===== src/rtl/dm_write_tracer.sv =====
// Store-trace FIFO: captures core data-memory writes as (address, data) pairs
// and hands them to the coprocessor one at a time over a four-phase PIO handshake.
module dm_write_tracer #(
    parameter int N     = 64,
    parameter int DEPTH = 16,
    parameter int CW    = $clog2(DEPTH) + 1
) (
    input  logic          clk,
    input  logic          reset_n,
    input  logic          DM_writeEnable,
    input  logic [N-1:0]  DM_addr,
    input  logic [N-1:0]  DM_writeData,
    input  logic          trace_enable,
    input  logic          trace_clear,
    input  logic          pop_req,
    output logic          pop_ack,
    output logic [N-1:0]  rd_addr,
    output logic [N-1:0]  rd_data,
    output logic          rd_empty,
    output logic [CW-1:0] count,
    output logic          overflow
);

    localparam int AW = $clog2(DEPTH);
    localparam logic [AW-1:0] PTR_ONE  = {{(AW-1){1'b0}}, 1'b1};
    localparam logic [CW-1:0] CNT_ONE  = {{(CW-1){1'b0}}, 1'b1};
    localparam logic [CW-1:0] CNT_FULL = CW'(DEPTH);

    typedef enum logic [0:0] {
        ST_IDLE = 1'b0,
        ST_ACK  = 1'b1
    } state_t;

    logic [2*N-1:0] r_mem [DEPTH];
    logic [AW-1:0]  r_wptr;
    logic [AW-1:0]  r_rptr;
    logic [CW-1:0]  r_count;
    logic           r_overflow;
    logic           r_pop_ack;
    logic [N-1:0]   r_rd_addr;
    logic [N-1:0]   r_rd_data;
    logic           r_rd_empty;
    state_t         r_state;
    state_t         w_state_nxt;
    logic           w_ack_nxt;
    logic           w_take;

    logic w_store;
    logic w_full;
    logic w_empty;
    logic w_cap;
    logic w_drop;
    logic w_pop;

    assign w_store = DM_writeEnable & trace_enable & ~trace_clear;
    assign w_full  = (r_count == CNT_FULL);
    assign w_empty = (r_count == {CW{1'b0}});
    assign w_cap   = w_store & ~w_full;
    assign w_drop  = w_store & w_full;
    // A pop in a clearing cycle is answered as empty; the FIFO is being flushed.
    assign w_pop   = w_take & ~w_empty & ~trace_clear;

    // Handshake state register
    always_ff @(posedge clk or negedge reset_n) begin
        if (!reset_n) begin
            r_state <= ST_IDLE;
        end else begin
            r_state <= w_state_nxt;
        end
    end

    // Handshake next-state logic
    always_comb begin
        w_state_nxt = r_state;
        case (r_state)
            ST_IDLE: begin
                if (pop_req) w_state_nxt = ST_ACK;
                else         w_state_nxt = ST_IDLE;
            end
            ST_ACK: begin
                if (!pop_req) w_state_nxt = ST_IDLE;
                else          w_state_nxt = ST_ACK;
            end
            default: w_state_nxt = ST_IDLE;
        endcase
    end

    // Handshake output decode: pop acceptance and next acknowledge level
    always_comb begin
        w_take    = 1'b0;
        w_ack_nxt = r_pop_ack;
        case (r_state)
            ST_IDLE: begin
                if (pop_req) begin
                    w_take    = 1'b1;
                    w_ack_nxt = 1'b1;
                end else begin
                    w_take    = 1'b0;
                    w_ack_nxt = r_pop_ack;
                end
            end
            ST_ACK: begin
                if (!pop_req) w_ack_nxt = 1'b0;
                else          w_ack_nxt = r_pop_ack;
            end
            default: begin
                w_take    = 1'b0;
                w_ack_nxt = 1'b0;
            end
        endcase
    end

    // Storage array; deliberately left unreset
    always_ff @(posedge clk) begin
        if (w_cap) begin
            r_mem[r_wptr] <= {DM_addr, DM_writeData};
        end
    end

    // Pointers, occupancy and sticky overflow
    always_ff @(posedge clk or negedge reset_n) begin
        if (!reset_n) begin
            r_wptr     <= {AW{1'b0}};
            r_rptr     <= {AW{1'b0}};
            r_count    <= {CW{1'b0}};
            r_overflow <= 1'b0;
        end else if (trace_clear) begin
            r_wptr     <= {AW{1'b0}};
            r_rptr     <= {AW{1'b0}};
            r_count    <= {CW{1'b0}};
            r_overflow <= 1'b0;
        end else begin
            if (w_cap) r_wptr <= r_wptr + PTR_ONE;
            if (w_pop) r_rptr <= r_rptr + PTR_ONE;
            case ({w_cap, w_pop})
                2'b10:   r_count <= r_count + CNT_ONE;
                2'b01:   r_count <= r_count - CNT_ONE;
                default: r_count <= r_count;
            endcase
            if (w_drop) r_overflow <= 1'b1;
        end
    end

    // Registered pop results and acknowledge
    always_ff @(posedge clk or negedge reset_n) begin
        if (!reset_n) begin
            r_pop_ack  <= 1'b0;
            r_rd_addr  <= {N{1'b0}};
            r_rd_data  <= {N{1'b0}};
            r_rd_empty <= 1'b1;
        end else begin
            r_pop_ack <= w_ack_nxt;
            if (w_pop) begin
                {r_rd_addr, r_rd_data} <= r_mem[r_rptr];
                r_rd_empty             <= 1'b0;
            end else if (w_take) begin
                r_rd_empty <= 1'b1;
            end
        end
    end

    assign pop_ack  = r_pop_ack;
    assign rd_addr  = r_rd_addr;
    assign rd_data  = r_rd_data;
    assign rd_empty = r_rd_empty;
    assign count    = r_count;
    assign overflow = r_overflow;

endmodule


===== config.mk =====
export PLATFORM = sky130hd
export DESIGN_NAME = dm_write_tracer
export DESIGN_NICKNAME = d
export VERILOG_FILES = /design/src/rtl/dm_write_tracer.sv
export SDC_FILE = /design/constraint.sdc
export NUM_CORES = 2
export LEC_CHECK = 0
export ABC_CLOCK_PERIOD_IN_PS = 7900
export BUFFER_PORTS_ARGS = -buffer_cell sky130_fd_sc_hd__buf_2
export CAP_MARGIN = 30
export CELL_PAD_IN_SITES_DETAIL_PLACEMENT = 1
export CELL_PAD_IN_SITES_GLOBAL_PLACEMENT = 2
export CORE_ASPECT_RATIO = 0.7
export CORE_UTILIZATION = 40
export CTS_CLUSTER_DIAMETER = 40
export DETAILED_ROUTE_END_ITERATION = 7
export GPL_ROUTABILITY_DRIVEN = 0
export PLACE_DENSITY_LB_ADDON = 0.1
export RECOVER_POWER = 50
export SETUP_SLACK_MARGIN = 0.15
export SKIP_LAST_GASP = 1
export SYNTH_ARGS = -nofsm -noshare
export SYNTH_HDL_FRONTEND = slang
export SYNTH_SLANG_ARGS = --single-unit

===== constraint.sdc =====
create_clock -name clk -period 7.9 [get_ports clk]
set_clock_uncertainty 0.05 [all_clocks]
set_input_delay 0.79 -clock clk [delete_from_list [all_inputs] [get_ports clk]]
set_output_delay 0.79 -clock clk [all_outputs]
set_load 0.02 [all_outputs]

==> impl_metrics.tcl <==
set metrics [dict create \
    layout_common_cells "edfxtp_1, mux4_2, clkbuf_16" \
    post-place-ws_ns 3.69 \
    drt-total-wl_mm 213 \
    wire_per_inst_um 30.9 \
    crit_path_start_kind "input pin" \
    area_growth_pct 16.4 \
    cts_tree "yes" \
    setup_viol 0 \
    htreeDepth 5 \
    grt_usage_pct 20.6 \
    core_area_sq_mm 0.203 \
    synth_top_cell_by_area "edfxtp_1" \
    fillers 18070 \
    cts_sinks 2193 \
    layout_commonest_cell "edfxtp_1" \
    grt_antenna_before_repair 25 \
    setup_slack_ns 2.65 \
    yosys.area.top_type_share_pct 74.8 \
    holdPathStages 2 \
    num_rows 138 \
    drt_iter0_drc 2993 \
    grt_max_degree 130 \
    r2r_cells 6 \
    slew_headroom_pct -153 \
    synthCells 3535 \
    r2r_start "count[0]$_DFFE_PN0P_" \
    ioPinCount 270 \
    p_clk_share_pct 43.8 \
    netlist_area_sq_mm 0.0822 \
    grt_pass1_vias 41042 \
    rsz0062_at_grt "false" \
    die_x_um 544 \
    whs_endpoint "overflow$_DFFE_PN0P_" \
    synth_fa_ha_area_share_pct 0.161 \
    powerDensity_mw_per_mm2 298 \
    cts_resized 0 \
    p_leak_nw 29.4 \
    synth_simple_gate_area_share_pct 0.374 \
    synthXorXnorAreaFrac_pct 0.0746 \
    final.setup.tns_ns 0 \
    synth_cell_types 48 \
    ir_drop_uv 212 \
    io_buffers 269 \
    max_slew.worst_pin.slew_ns 3.79 \
    finalHoldViolCount 0 \
    drt_first_pass_iters 5 \
    gr-total-overflow 0 \
    vias 38385 \
    intPower_w 0.0215 \
    synth_seq_cells 2193 \
    post-cts-setup-buffer-count 0 \
    critPathRequiredTime_ns 7.35 \
    path_class "in2async" \
    min_path_type "in2reg" \
    violations "max-capacitance violations, max-slew violations" \
    drive_above_1_share_pct 30.1 \
    power.switching_w 0.00698 \
    ys_warn_count 0 \
    pwr-share-seq_pct 47.5 \
    syn_area_per_cell_sq_um 23.3 \
    grt_pass1_wl_mm 307 \
    run_status "finished with violations" \
    synth-compound-area-share_pct 2.93 \
    rrSetupSlack_ns 3.73 \
    cts-root-buf "clkbuf_16" \
    maxCapViolCount 3 \
    timing.final.crit_share_pct 66.4 \
    worstPathMaxFanout 58 \
    regToRegEndpoint "r_mem[15][34]$_DFFE_PP_" \
    synthTopCellsByArea "edfxtp_1, mux4_2, dfrtp_1" \
    highest_layer "met5" \
    fp.dieArea_sq_mm 0.207 \
    slew_violations 100 \
    cp-end-kind "asynchronous set/reset pin" \
    period_minus_slack_ns 5.25 \
    initial_utilization_pct 40.5 \
    min_from "trace_clear" \
    seq_area_frac_synth_pct 79.2 \
    hpwl_mm 111 \
    die_h_um 381 \
    cts_buffers 274 \
    synth_top_family_by_area "multiplexers" \
    via_per_inst 5.57 \
    wl_met3_mm 10.7 \
    ant_nets 0 \
    cts.clk_slew.worst_paths_ns 0.06 \
    max_freq_mhz 191 \
    max-clock-path-buffers 4 \
    critPathArrivalTime_ns 4.70 \
    syn_nets 3679 \
    route.met2.wl_mm 99.9 \
    synth.mux.area_fraction_pct 15.8 \
    clk_latency_ns 0.81 \
    drc_errors 0 \
    wl_met1_mm 98.4 \
    comb_power_share_pct 8.7 \
    critPathLaunch "reset_n" \
    nets 4099 \
    p_sw_share_pct 24.5 \
]
registers in the layout, indices dropped and copies added, names as in the netlist:
signal	count
overflow	1
r_mem	2048
r_wptr	4
rd_data	64
r_state	1
count	5
rd_addr	64
pop_ack	1
r_rptr	4
rd_empty	1
area by class of cell:
cell class	count	area (sq um)	area share (%)
flip-flops and latches	2193	65100	68.1
diodes	2	5.00	0.00523
multi-input cells	1126	16000	16.7
clock inverters	166	1830	1.91
well taps	2730	3420	3.57
clock buffers	319	7180	7.50
repair buffers	348	2070	2.16
inverters	12	45.0	0.0471
power by group through the flow:
| stage | Combinational, W | Clock [W] | Sequential (W) |
|---|---|---|---|
| 3_3_place_gp | 0.00250 | 0 | 0.0138 |
| 4_1_cts | 0.00256 | 0.0128 | 0.0136 |
| 2_1_floorplan | 0.00112 | 0 | 0.0139 |
| 6_report | 0.00248 | 0.0125 | 0.0135 |
| 5_1_grt | 0.00267 | 0.0132 | 0.0136 |
| 3_5_place_dp | 0.00255 | 0 | 0.0138 |
worst max-delay path, cell delays in order:
cell           delay [ns]
dlygate4sd3_1        0.56
buf_8                0.56
clkbuf_1             2.64
routing by layer:
| metal | track usage [%] | vias up |
|---|---|---|
| met2 | 32.2 | 899 |
| li1 | - | 16071 |
| met3 | 3.78 | 325 |
| met4 | 4.52 | 26 |
| met5 | 0 | - |
| met1 | 30.3 | 21064 |
stage by stage:
| step | instance area, sq um | power (W) | util [%] | instances | hold WS, ns |
|---|---|---|---|---|---|
| CTS | 95900 | 0.0289 | 47.2 | 6891 | 0.235 |
| detailed placement | 86800 | 0.0164 | 42.7 | 6404 | 0.426 |
| global route | 95700 | 0.0294 | 47.1 | 6895 | 0.347 |
| floorplan | 82200 | 0.0151 | - | 3535 | 0.385 |
| finish | 95700 | 0.0285 | 47.1 | 6896 | 0.369 |
| global placement | 86800 | 0.0163 | 42.7 | 6401 | 0.396 |
cells in the mapped netlist (all sizes together):
master,instances
mux2i,2
and2,8
o22ai,257
a31oi,2
ha,9
nor2b,2
dfrtp,144
a21o,2
nand3,1
o221ai,1
or4,1
a211o,1
clkbuf,80
and3b,1
o211ai,4
nand4b,1
edfxtp,2048
and3,2
nor2,21
mux4,512
o21ai,3
nand2,7
a21oi,133
a211oi,3
or2,2
inv,12
a311oi,1
or4b,1
fa,1
mux2,131
nand2b,3
buf,124
o22a,1
nor3,1
dfstp,1
xor2,3
nor4,2
nand4,1
nor4b,1
xnor2,4
and4,1
kinds of logic after synthesis:
kind of cell    after synthesis
compound gates              408
xor+xnor                      7
fa+ha+maj                    10
buf+inv                     216
flops                      2193
mux                         645
simple gates                 56
worst max-delay path by stage:
stage,to,slack [ns],depth (start not counted)
5_1_grt,r_rptr[3]$_DFFE_PN0P_,2.06,3
2_1_floorplan,r_mem[4][0]$_DFFE_PP_,0.22,4
6_report,r_rptr[3]$_DFFE_PN0P_,2.65,3
4_1_cts,r_mem[15][34]$_DFFE_PP_,4.16,6
3_5_place_dp,r_mem[15][76]$_DFFE_PP_,3.69,7
3_3_place_gp,r_mem[15][40]$_DFFE_PP_,3.72,7
what timing repair did:
item / CTS / global route
hold buffers: 2 / 0
endpoints found under the setup margin: 0 / 0
endpoints found under the hold margin: 41 / 0
Note: power is estimated with default switching activity, not from simulation.
